==> config.mk <==
export PLATFORM = sky130hd
export DESIGN_NAME = multi_cycle_control_unit
export DESIGN_NICKNAME = d
export VERILOG_FILES = /design/src/rtl/multi_cycle_control_unit.sv
export SDC_FILE = /design/constraint.sdc
export NUM_CORES = 1
export LEC_CHECK = 0
export CORE_ASPECT_RATIO = 1.2
export CORE_MARGIN = 2
export CORE_UTILIZATION = 48
export DETAILED_ROUTE_END_ITERATION = 10
export PLACE_DENSITY = 0.86
export REMOVE_ABC_BUFFERS = 1
export SYNTH_ARGS = -nofsm -noshare
export SYNTH_HDL_FRONTEND = slang
export SYNTH_SLANG_ARGS = --single-unit
export TNS_END_PERCENT = 100
==> constraint.sdc <==
create_clock -name clk -period 2.89 [get_ports clk]
set_clock_uncertainty 0.2 [all_clocks]
set_input_delay 0.578 -clock clk [delete_from_list [all_inputs] [get_ports clk]]
set_output_delay 0.578 -clock clk [all_outputs]
set_load 0.005 [all_outputs]
==> src/rtl/multi_cycle_control_unit.sv <==
// Multi-cycle MIPS-subset control FSM: sequences IF/ID/EXE/MEM/WB and decodes every datapath
// strobe from the registered state, the latched opcode and the ALU zero flag.
module multi_cycle_control_unit #(
  parameter logic [5:0]  HALT_OP = 6'b111111,
  parameter int unsigned CNT_W   = 32
) (
  input  logic             clk,
  input  logic             Reset,
  input  logic [5:0]       opCode,
  input  logic             zero,
  output logic             PCWre,
  output logic [1:0]       PCSrc,
  output logic             IRWre,
  output logic             InsMemRW,
  output logic             ALUSrcA,
  output logic             ALUSrcB,
  output logic [2:0]       ALUOp,
  output logic             ExtSel,
  output logic [1:0]       RegDst,
  output logic             WrRegDSrc,
  output logic             RegWre,
  output logic             DBDataSrc,
  output logic             mRD,
  output logic             mWR,
  output logic [2:0]       state,
  output logic [CNT_W-1:0] instr_count,
  output logic             halted
);

  localparam logic [5:0] OpAdd   = 6'b000000;
  localparam logic [5:0] OpSub   = 6'b000001;
  localparam logic [5:0] OpAddiu = 6'b000010;
  localparam logic [5:0] OpAnd   = 6'b010000;
  localparam logic [5:0] OpOr    = 6'b010001;
  localparam logic [5:0] OpAndi  = 6'b010010;
  localparam logic [5:0] OpOri   = 6'b010011;
  localparam logic [5:0] OpSll   = 6'b011000;
  localparam logic [5:0] OpSlti  = 6'b100111;
  localparam logic [5:0] OpSw    = 6'b110000;
  localparam logic [5:0] OpLw    = 6'b110001;
  localparam logic [5:0] OpBeq   = 6'b110100;
  localparam logic [5:0] OpBne   = 6'b110101;
  localparam logic [5:0] OpJ     = 6'b111000;
  localparam logic [5:0] OpJr    = 6'b111001;
  localparam logic [5:0] OpJal   = 6'b111010;

  typedef enum logic [2:0] {
    StIf    = 3'b000,
    StId    = 3'b001,
    StExeLs = 3'b010,
    StMem   = 3'b011,
    StWbLd  = 3'b100,
    StExeBr = 3'b101,
    StExeAl = 3'b110,
    StWbAl  = 3'b111
  } state_e;

  state_e           state_q, state_d;
  logic             halted_q;
  logic [CNT_W-1:0] count_q;

  logic is_alu_r, is_alu_i, is_sll, is_mem, is_sw, is_br, is_beq, is_bne;
  logic is_j, is_jr, is_jal, is_halt, br_taken, halt_now;
  logic pc_wre, ir_wre, reg_wre, m_rd, m_wr;

  assign is_alu_r = (opCode == OpAdd) || (opCode == OpSub) || (opCode == OpAnd) ||
                    (opCode == OpOr)  || (opCode == OpSll);
  assign is_alu_i = (opCode == OpAddiu) || (opCode == OpAndi) || (opCode == OpOri) ||
                    (opCode == OpSlti);
  assign is_sll   = (opCode == OpSll);
  assign is_sw    = (opCode == OpSw);
  assign is_mem   = is_sw || (opCode == OpLw);
  assign is_beq   = (opCode == OpBeq);
  assign is_bne   = (opCode == OpBne);
  assign is_br    = is_beq || is_bne;
  assign is_j     = (opCode == OpJ);
  assign is_jr    = (opCode == OpJr);
  assign is_jal   = (opCode == OpJal);
  assign is_halt  = (opCode == HALT_OP);
  assign br_taken = (is_beq && zero) || (is_bne && !zero);

  // Once halted the opcode is ignored: the machine stays parked in ID until reset.
  assign halt_now = (state_q == StId) && (halted_q || is_halt);

  // ALU function and extension mode depend only on the opcode, so they hold through EXE..WB.
  always_comb begin
    ALUOp = 3'b000;
    case (opCode)
      OpSub, OpBeq, OpBne: ALUOp = 3'b001;
      OpAnd, OpAndi:       ALUOp = 3'b100;
      OpOr, OpOri:         ALUOp = 3'b101;
      OpSll:               ALUOp = 3'b011;
      OpSlti:              ALUOp = 3'b110;
      default:             ALUOp = 3'b000;
    endcase
    ExtSel = (opCode == OpAddiu) || (opCode == OpSlti) || is_mem || is_br;
  end

  always_comb begin
    state_d   = state_q;
    pc_wre    = 1'b0;
    ir_wre    = 1'b0;
    reg_wre   = 1'b0;
    m_rd      = 1'b0;
    m_wr      = 1'b0;
    PCSrc     = 2'b00;
    InsMemRW  = 1'b0;
    ALUSrcA   = 1'b0;
    ALUSrcB   = 1'b0;
    RegDst    = 2'b00;
    WrRegDSrc = 1'b0;
    DBDataSrc = 1'b0;
    unique case (state_q)
      StIf: begin
        InsMemRW = 1'b1;
        ir_wre   = 1'b1;
        state_d  = StId;
      end
      StId: begin
        if (halt_now) begin
          state_d = StId;
        end else if (is_j) begin
          pc_wre  = 1'b1;
          PCSrc   = 2'b11;
          state_d = StIf;
        end else if (is_jr) begin
          pc_wre  = 1'b1;
          PCSrc   = 2'b10;
          state_d = StIf;
        end else if (is_jal) begin
          pc_wre  = 1'b1;
          PCSrc   = 2'b11;
          reg_wre = 1'b1;
          state_d = StIf;
        end else if (is_br) begin
          state_d = StExeBr;
        end else if (is_mem) begin
          state_d = StExeLs;
        end else if (is_alu_r || is_alu_i) begin
          state_d = StExeAl;
        end else begin
          // Undefined opcode retires as a NOP.
          pc_wre  = 1'b1;
          state_d = StIf;
        end
      end
      StExeAl: begin
        ALUSrcA = is_sll;
        ALUSrcB = is_alu_i;
        state_d = StWbAl;
      end
      StWbAl: begin
        ALUSrcA   = is_sll;
        ALUSrcB   = is_alu_i;
        reg_wre   = 1'b1;
        RegDst    = is_alu_r ? 2'b10 : 2'b01;
        WrRegDSrc = 1'b1;
        pc_wre    = 1'b1;
        state_d   = StIf;
      end
      StExeBr: begin
        pc_wre  = 1'b1;
        PCSrc   = br_taken ? 2'b01 : 2'b00;
        state_d = StIf;
      end
      StExeLs: begin
        ALUSrcB = 1'b1;
        state_d = StMem;
      end
      StMem: begin
        ALUSrcB = 1'b1;
        if (is_sw) begin
          m_wr    = 1'b1;
          pc_wre  = 1'b1;
          state_d = StIf;
        end else begin
          m_rd    = 1'b1;
          state_d = StWbLd;
        end
      end
      StWbLd: begin
        ALUSrcB   = 1'b1;
        m_rd      = 1'b1;
        DBDataSrc = 1'b1;
        reg_wre   = 1'b1;
        RegDst    = 2'b01;
        WrRegDSrc = 1'b1;
        pc_wre    = 1'b1;
        state_d   = StIf;
      end
      default: state_d = StIf;
    endcase
  end

  // Strobes are forced low during reset so an aborted instruction never writes.
  assign PCWre       = pc_wre  && !Reset;
  assign IRWre       = ir_wre  && !Reset;
  assign RegWre      = reg_wre && !Reset;
  assign mRD         = m_rd    && !Reset;
  assign mWR         = m_wr    && !Reset;
  assign state       = state_q;
  assign instr_count = count_q;
  assign halted      = halted_q || halt_now;

  always_ff @(posedge clk or posedge Reset) begin
    if (Reset) begin
      state_q  <= StIf;
      halted_q <= 1'b0;
      count_q  <= '0;
    end else begin
      state_q <= state_d;
      if (halt_now) begin
        halted_q <= 1'b1;
      end
      if (pc_wre) begin
        count_q <= count_q + CNT_W'(1);
      end
    end
  end

endmodule

After elaboration in Yosys (flattened, before gate mapping):

Cells that the tools add are included.

* input bits: 9
* output and inout bits: 54
* flip-flop bits (word level): 36
* word-level logic and storage cells: 102

* multiplexer cells: 40
* add/sub/neg operators: 1
* equality and inequality tests: 23
* reductions and logical operators: 35

Operators by type and width (number)
* $eq 6x6->1 const B: 9
* $add 32x1->32 const B: 1
* $eq 6x5->1 const B: 5
* $mux 3: 8
* $mux 1: 19
* $pmux 3 s6: 1
* $logic_or 1x1->1: 16
* $pmux 3 s5: 1
* $eq 3x3->1 const B: 4
* $mux 2: 5
* $reduce_or 3->1: 3
* $logic_and 1x1->1: 8
* $pmux 2 s2: 2
* $reduce_or 2->1: 4
* $eq 3x2->1 const B: 2
* $eq 6x1->1 const B: 1
* $eq 6x2->1 const B: 1
* $logic_not 6->1: 1
* $pmux 1 s2: 3
* $eq 3x1->1 const B: 1
* $logic_not 3->1: 1
* $pmux 1 s3: 1
* $logic_not 1->1: 2

Logic depth before layout (Yosys ltp):

Gate-level depths: netlist of the first run.

* depth in word-level cells: 15
* gate-level depth with buffers: 7
* gate-level depth less buffers: 6

Least setup slack after synthesis of the first run:

Ideal clock, no wire load.

* path kind: input -> output
* from: input opCode[1]
* to: output PCWre
* stages: 6
* buffers on the path: 2
* path slack: 0.377 ns
* required time: 2.112 ns
* arrival: 1.735 ns
* cells stage by stage: buf_2 and4bb_2 a32o_1 a31oi_2 buf_2 nor2_1

* longest elaborated chain between the ends: 15
* elaborated cells between the ends (all ways): 39
* classes of those cells: eq/ne (16); mux (9); reduce/logical (14)

Ends and longest elaborated chain
* from (decl): RTL line 9 `input logic [5:0] opCode,`
* $eq 6x1->1 / $logic_not 6->1 (equally long branches): RTL line 66 `assign is_alu_r = (opCode == OpAdd) || (opCode == OpSub) || (opCode == OpAnd) ||`
* $logic_or 1x1->1 (3 in a row): RTL line 66
* $logic_or 1x1->1: RTL line 67 `(opCode == OpOr) || (opCode == OpSll);`
* $logic_or 1x1->1: RTL line 139 `end else if (is_alu_r || is_alu_i) begin`
* $mux 1: RTL line 139
* $mux 1: RTL line 137 `end else if (is_mem) begin`
* $mux 1: RTL line 135 `end else if (is_br) begin`
* $mux 1: RTL line 130 `end else if (is_jal) begin`
* $mux 1: RTL line 126 `end else if (is_jr) begin`
* $mux 1: RTL line 122 `end else if (is_j) begin`
* $mux 1: RTL line 120 `if (halt_now) begin`
* $pmux 1 s3 *: RTL line 113 `unique case (state_q)`
* $logic_and 1x1->1 *: RTL line 196 `assign PCWre = pc_wre && !Reset;`
* to (decl): RTL line 11 `output logic PCWre,`

Mark *: on every way between the ends. The rest lies on a longest branch, timed or not.

Worst setup path in the final report of the first run:

* from: input opCode[5]
* to: output RegDst[1]

* longest elaborated chain between the ends: 7
* elaborated cells between the ends (all ways): 11
* classes of those cells: eq/ne (4); mux (2); reduce/logical (5)

Ends and longest elaborated chain
* $eq 6x1->1 / $logic_not 6->1 (equally long branches): RTL line 66
* $logic_or 1x1->1 (3 in a row): RTL line 66
* $logic_or 1x1->1 *: RTL line 67
* $mux 2 *: RTL line 156 `RegDst = is_alu_r ? 2'b10 : 2'b01;`
* $pmux 2 s2 *: RTL line 113
* to (decl): RTL line 19 `output logic [1:0] RegDst,`

Marked as above.

==> results of run 1 <==
-- synth_stat cells (2+ instances only) --
library cell,instances
dfrtp_1,36
xor2_1,30
nor2_1,23
nand3_1,21
nand2_1,20
nor3_1,14
a21oi_1,10
buf_2,8
inv_1,8
nand4_1,6
nor4_1,4
nor4_2,4
nor4b_1,4
clkbuf_1,3
nand2b_1,3
nor2b_1,3
o21ai_0,3
xnor2_1,3
a31oi_1,2
a41o_1,2
and3_1,2
and4_1,2
buf_6,2
nand4_2,2
nor3b_1,2
nor4_4,2
o31ai_1,2
or3_1,2
-- cell type report --
class / instances / share of cell area [%]
tap: 58 / 2.17
timing repair buffer: 103 / 27.1
clock buffer: 8 / 2.70
multi-input combinational: 187 / 40.1
sequential: 36 / 27.0
inverter: 8 / 0.899
-- sequential cells by signal (all words and copies together) (netlist names) --
register,cells
instr_count,32
halted_q,1
state,3
-- routing by layer --
| layer | GRT usage [%] | part of all wire, % | vias up |
|---|---|---|---|
| met4 | 14.1 | 4.0 | 0 |
| li1 | - | - | 1073 |
| met2 | 45.0 | 51 | 105 |
| met3 | 3.24 | 4.8 | 28 |
| met1 | 30.4 | 40 | 1100 |
| met5 | 0 | 0 | - |
-- power by group through the flow --
| stage | Combinational, mW | Clock, mW | Sequential [mW] |
|---|---|---|---|
| 3_3_place_gp | 0.949 | 0 | 0.670 |
| 3_5_place_dp | 0.956 | 0 | 0.674 |
| 6_report | 0.977 | 0.363 | 0.666 |
| 5_1_grt | 1.05 | 0.392 | 0.676 |
| 2_1_floorplan | 0.432 | 0 | 0.696 |
| 4_1_cts | 0.948 | 0.374 | 0.664 |
-- per-stage QoR --
step                      instance area [µm²]  setup slack [ns]  instances
final                                    3340            0.0370        400
after global routing                     3340           -0.0313        400
after CTS                                3280            -0.108        397
after detailed placement                 3130            -0.362        381
after global placement                   3130            -0.384        381
after floorplan                          2200           -0.0704        231
-- timing repair --
item / CTS / global route
buffers inserted: 7 / 3
pin swaps: 9 / 4
endpoints found under the setup margin: 15 / 7
cloned: 1 / 0
resized for setup: 31 / 12
-- cells by family after synthesis --
family | after synthesis
xor gates and xnor gates | 33
adders and majority gates | 1
muxes | 2
DFF | 36
buffers and inverters | 21
AOI/OAI and AO/OA | 28
and+or+nand+nor | 123
-- worst max-delay path, cell delays in order --
cell and delay (ns):
dlygate4sd2_1 0.26, buf_6 0.14, nor2_1 0.15, buf_4 0.18
o211ai_4 0.12, nor3_2 0.13, clkdlybuf4s50_1 0.52
-- path summary, 6_finish.rpt --
path,depth (start not counted),startpoint,slack [ns],to
min,1,instr_count[31],0.28,instr_count[31]
min in group asynchronous,4,Reset,0.71,halted_q
max in group asynchronous,4,Reset,1.47,instr_count[24]
max reg2reg,6,halted_q,0.41,instr_count[10]
min reg2reg,1,instr_count[31],0.28,instr_count[31]
max,7,opCode[5],0.04,RegDst[1]
==> results.ini, run 1 <==
[timing]
final.period_utilization_pct = 98.7
setup_violations = 0
slew_headroom_pct = 49.8
fin_tns_setup_ns = 0
hold_viol_final = 0
timing.hold.ws_ns = 0.282
fin_crit_ns = 2.85
worst_slew_pin_slew_ns = 0.746
fmax_mhz = 351
drv_slew = 0

[grt]
grt_start_max_net_pins = 37
grt_pass1_vias = 2281
grt_pass1_wl_mm = 10.5
overflow = 0
grt.total_usage_pct = 25.9
antenna_found_initial = 0

[die]
dieWidth_um = 66.8
rows = 27
io_pins = 63
die-area_um2 = 5300
start_util_pct = 49.8
core_region_area_um2 = 4560
die_h_um = 79.4

[place]
dp_hpwl_mm = 4.37
numPortBuffers = 62
routabilityCongestion = 0.968

[drt]
ant_nets = 0
wl_mm = 6.54
drc = 0
dr.pass1.iters = 4
avgRoutedWirePerCell_um = 16.4
drt_iter0_drc = 157
vias = 2306
vias_per_cell = 5.77

[logic_synthesis]
synth_area_leader_cell = dfrtp_1
ys.flop_type = dfrtp_1
synthTopCellsByArea = dfrtp_1 40%, xor2_1 12%, nand3_1 4.6%
ys_seq_area_share_pct = 39.6
async_flop_share_pct = 100
muxShareOfSynthArea_pct = 0.936
ys_ff_latch = 36
synthAdderAreaFrac_pct = 0.551
yosysTopAreaCellShare_pct = 39.6
synthDistinctLibCells = 49
synthCells = 244
synth_compound_area_share_pct = 8.59
synth_top_family_by_area = simple AND/OR/NAND/NOR gates
synth.avg_cell_area_um2 = 9.31
synth_edf_count = 0
synthXorXnorAreaFrac_pct = 12.7
ys_warn_count = 0
syn-cell-area_um2 = 2270
synth-simple-area-share_pct = 33.0

[final_layout]
antennaDiodeCount = 0
multi_input_area_um2 = 1340
final_common_cell = clkdlybuf4s50_1
fill_cells = 322
register_area_um2 = 901
syn2layout_area_growth_pct = 47.0
finalNetCount = 351
layout_common_cells = 42 x clkdlybuf4s50_1, 37 x buf_4, 36 x dfrtp_1
drive_gt1_share_pct = 22.2
post-route-util_pct = 73.2

[clocking]
clkLatencyLatePin_ns = 0.29
cts_hold_buf = 0
path_clk_slew_ns = 0.07
cts_buffers = 5
cts_sinks = 36
cts_tree = built
clock-root-buffer = clkbuf_8
cts_max_level = 2
clock_path_buffers = 2

[power_and_ir_drop]
power_frac_seq_pct = 33.2
p_leak_nw = 1.63
finalPower_mw = 2.01
p_per_area_nw_per_um2 = 601
power.switching_mw = 0.781
p_int_mw = 1.23
irDropWorstVdd_mv = 0.481
power_frac_clock_pct = 18.1
swShare_pct = 38.9
comb_power_share_pct = 48.7

[setup_path]
critPathKind = primary input to output port
critPathLaunchType = primary input
worstPathRequired_ns = 2.11
cp_max_fo = 6
end_kind = output port
arrival_ns = 2.07

[status]
outcome = finished, final reports clean

[flow_run]
drv_cap = 0

[hold_path]
hold_class = flip-flop to flip-flop

No activity file was read; power rests on OpenSTA's default activity.
==> run 2: changes to the inputs <==
--- a/config.mk
+++ b/config.mk
@@ -6,7 +6,6 @@
 export NUM_CORES = 1
 export LEC_CHECK = 0
 export CORE_ASPECT_RATIO = 1.2
-export CORE_MARGIN = 2
 export CORE_UTILIZATION = 48
 export DETAILED_ROUTE_END_ITERATION = 10
 export PLACE_DENSITY = 0.86
==> run 2 against run 1 <==
Sequential power up 3.3%. Wire length rose by 0.93%. Sequential share of layout area up 0.29 points. Combinational power down 1%. Final area is 0.94% lower. Utilization shrank 0.69 points. Largest power group unchanged. Highest routed layer unchanged.
==> results.ini, run 2 (same netlist as run 1, synthesis figures left out) <==
[setup_path]
worstPathRequired_ns = 2.11
critPathSlowestCell = clkdlybuf4s50_1
reg2reg_depth = 7
cp_max_fo = 5
critPathKind = primary input to output port
path_common_cell = buf_4
rrSetupSlack_ns = 0.42
end_kind = output port
arrival_ns = 2.04
cp_top_family = buffers and inverters
critPathLaunchType = primary input
crit_buf_inv = 4
worstPathCellList = dlygate4sd2_1 > buf_4 > nor2_4 > buf_4 > nand3_1 > a21oi_1 > clkdlybuf4s50_1
critPathMaxStageDelay_ns = 0.52
r2r-start = halted_q
r2r_end = instr_count[12]

[grt]
use_met2_pct = 50.4
top_usage_layer = met2
overflow = 0
grt.total_usage_pct = 27.2
grt_pass1_vias = 2252
grt_pass1_wl_mm = 10.5
met1_usage_pct = 29.2
grt_start_max_net_pins = 37
antenna_found_initial = 0
grt_util_met3_pct = 3.82

[status]
outcome = finished, final reports clean

[drt]
ant_nets = 0
drc = 0
vias_per_cell = 5.78
dr.pass1.iters = 4
vias = 2266
wl_mm = 6.61
avgRoutedWirePerCell_um = 16.8
drt_iter0_drc = 170

[final_layout]
drive_gt1_share_pct = 21.6
layout_common_cells = 48 x clkdlybuf4s50_1, 35 x dfrtp_1, 32 x buf_4
syn2layout_area_growth_pct = 45.6
finalNetCount = 344
final_cell_area_um2 = 3310
final_common_cell = clkdlybuf4s50_1
largest_register_ffs = 32
antennaDiodeCount = 0

[die]
rows = 27
core_region_area_um2 = 4560
io_pins = 63
die_h_um = 77.4
die-area_um2 = 5010
dieWidth_um = 64.8
start_util_pct = 49.8

[hold_path]
hold_class = flip-flop to flip-flop
min_from = instr_count[31]
hold_end = instr_count[31]
hold_depth = 1

[timing]
drv_slew = 0
fin_tns_setup_ns = 0
fmax_mhz = 355
hold_viol_final = 0
setup_violations = 0
final.period_utilization_pct = 97.4
worst_slack_ns = 0.0758
worst_slew_pin_slew_ns = 0.758
fin_crit_ns = 2.81
slew_headroom_pct = 49.0

[clocking]
cts_max_level = 2
cts_tree = built
path_clk_slew_ns = 0.07
clkLatencyLatePin_ns = 0.29
cts_buffers = 5
clock-root-buffer = clkbuf_8
clock_path_buffers = 2
cts_sinks = 36

[flow_run]
drv_cap = 0

[power_and_ir_drop]
p_per_area_nw_per_um2 = 602
irDropWorstVdd_mv = 0.332
p_leak_nw = 1.62
finalPower_mw = 1.99

[place]
post-place-ws_ns = -0.430
numPortBuffers = 62
routabilityCongestion = 0.916
post_dp_cell_area_um2 = 3150
dp_hpwl_mm = 4.78

==> run 2: changes by cell type in the layout (fill, tap and decap cells not counted), sizes merged <==
cell | previous run | this run
clkdlybuf4s50 | 42 | 48
dlymetal6s2s | 1 | 4
dlygate4sd2 | 15 | 6
clkinv | 0 | 1
clkbuf | 10 | 6
buf | 42 | 35
clkdlybuf4s15 | 1 | 3
==> run 2: what timing repair did <==
| item | 4_1_cts | 5_1_grt |
|---|---|---|
| hold buffers | 0 | 0 |
| setup buffers | 1 | 0 |
| cloned | 0 | 0 |
| endpoints found under the setup margin | 15 | 10 |
| pin swaps | 2 | 2 |
| gates resized for setup | 24 | 17 |
==> run 2: power by group <==
part           switching, mW  internal [mW]  leakage (nW)  total, mW
registers              0.112          0.576         0.487      0.688
clock network          0.171          0.164        0.0410      0.335
logic                  0.495          0.472          1.09      0.967
total                  0.778           1.21          1.62       1.99
==> run 2: through the flow <==
stage | utilization, % | hold slack (ns) | cells
floorplan | - | 0.265 | 231
global placement | 69.0 | 0.256 | 384
detailed placement | 69.0 | 0.268 | 384
CTS | 71.4 | 0.280 | 392
global route | 72.5 | 0.296 | 392
finish | 72.5 | 0.279 | 392
==> run 2: final cells by class <==
cell class / instances / area (µm²)
Fill cell: 350 / 1250
Sequential cell: 36 / 902
Timing Repair Buffer: 96 / 883
Tap cell: 58 / 72.6
Multi-Input combinational cell: 187 / 1340
Clock inverter: 1 / 5.00
Inverter: 8 / 30.0
Clock buffer: 6 / 72.6
==> run 2: worst max-delay path by stage <==
stage	end	cells past startpoint	slack, ns	start
after global routing	PCSrc[0]	7	-0.0003	opCode[2]
after CTS	mRD	7	0.01	opCode[4]
final	PCSrc[0]	7	0.08	opCode[2]
after global placement	halted	6	-0.36	opCode[5]
after floorplan	PCWre	4	-0.07	opCode[3]
after detailed placement	ExtSel	7	-0.43	opCode[5]
==> run 2: layer usage <==
metal  share of wire [%]  up-vias
met3                 3.1       19
li1                    -     1058
met5                   0        -
met2                  55       83
met4                 3.3        0
met1                  39     1106
==> run 2: worst reg2reg max path, delay by kind of cell, from the launching register on <==
family | cells | cell delay, ns
AO/OA/AOI/OAI | 2 | 0.28
XOR/XNOR | 1 | 0.19
buffers and inverters | 2 | 0.47
flip-flops | 1 | 0.44
AND/OR/NAND/NOR | 2 | 0.82
==> run 3: changes to the inputs <==
--- a/config.mk
+++ b/config.mk
@@ -6,6 +6,7 @@
 export NUM_CORES = 1
 export LEC_CHECK = 0
 export CORE_ASPECT_RATIO = 1.2
+export CORE_MARGIN = 2
 export CORE_UTILIZATION = 48
 export DETAILED_ROUTE_END_ITERATION = 10
 export PLACE_DENSITY = 0.86
==> results of run 3 <==
The final DEF is identical to that of run 1; final timing and power are the same.
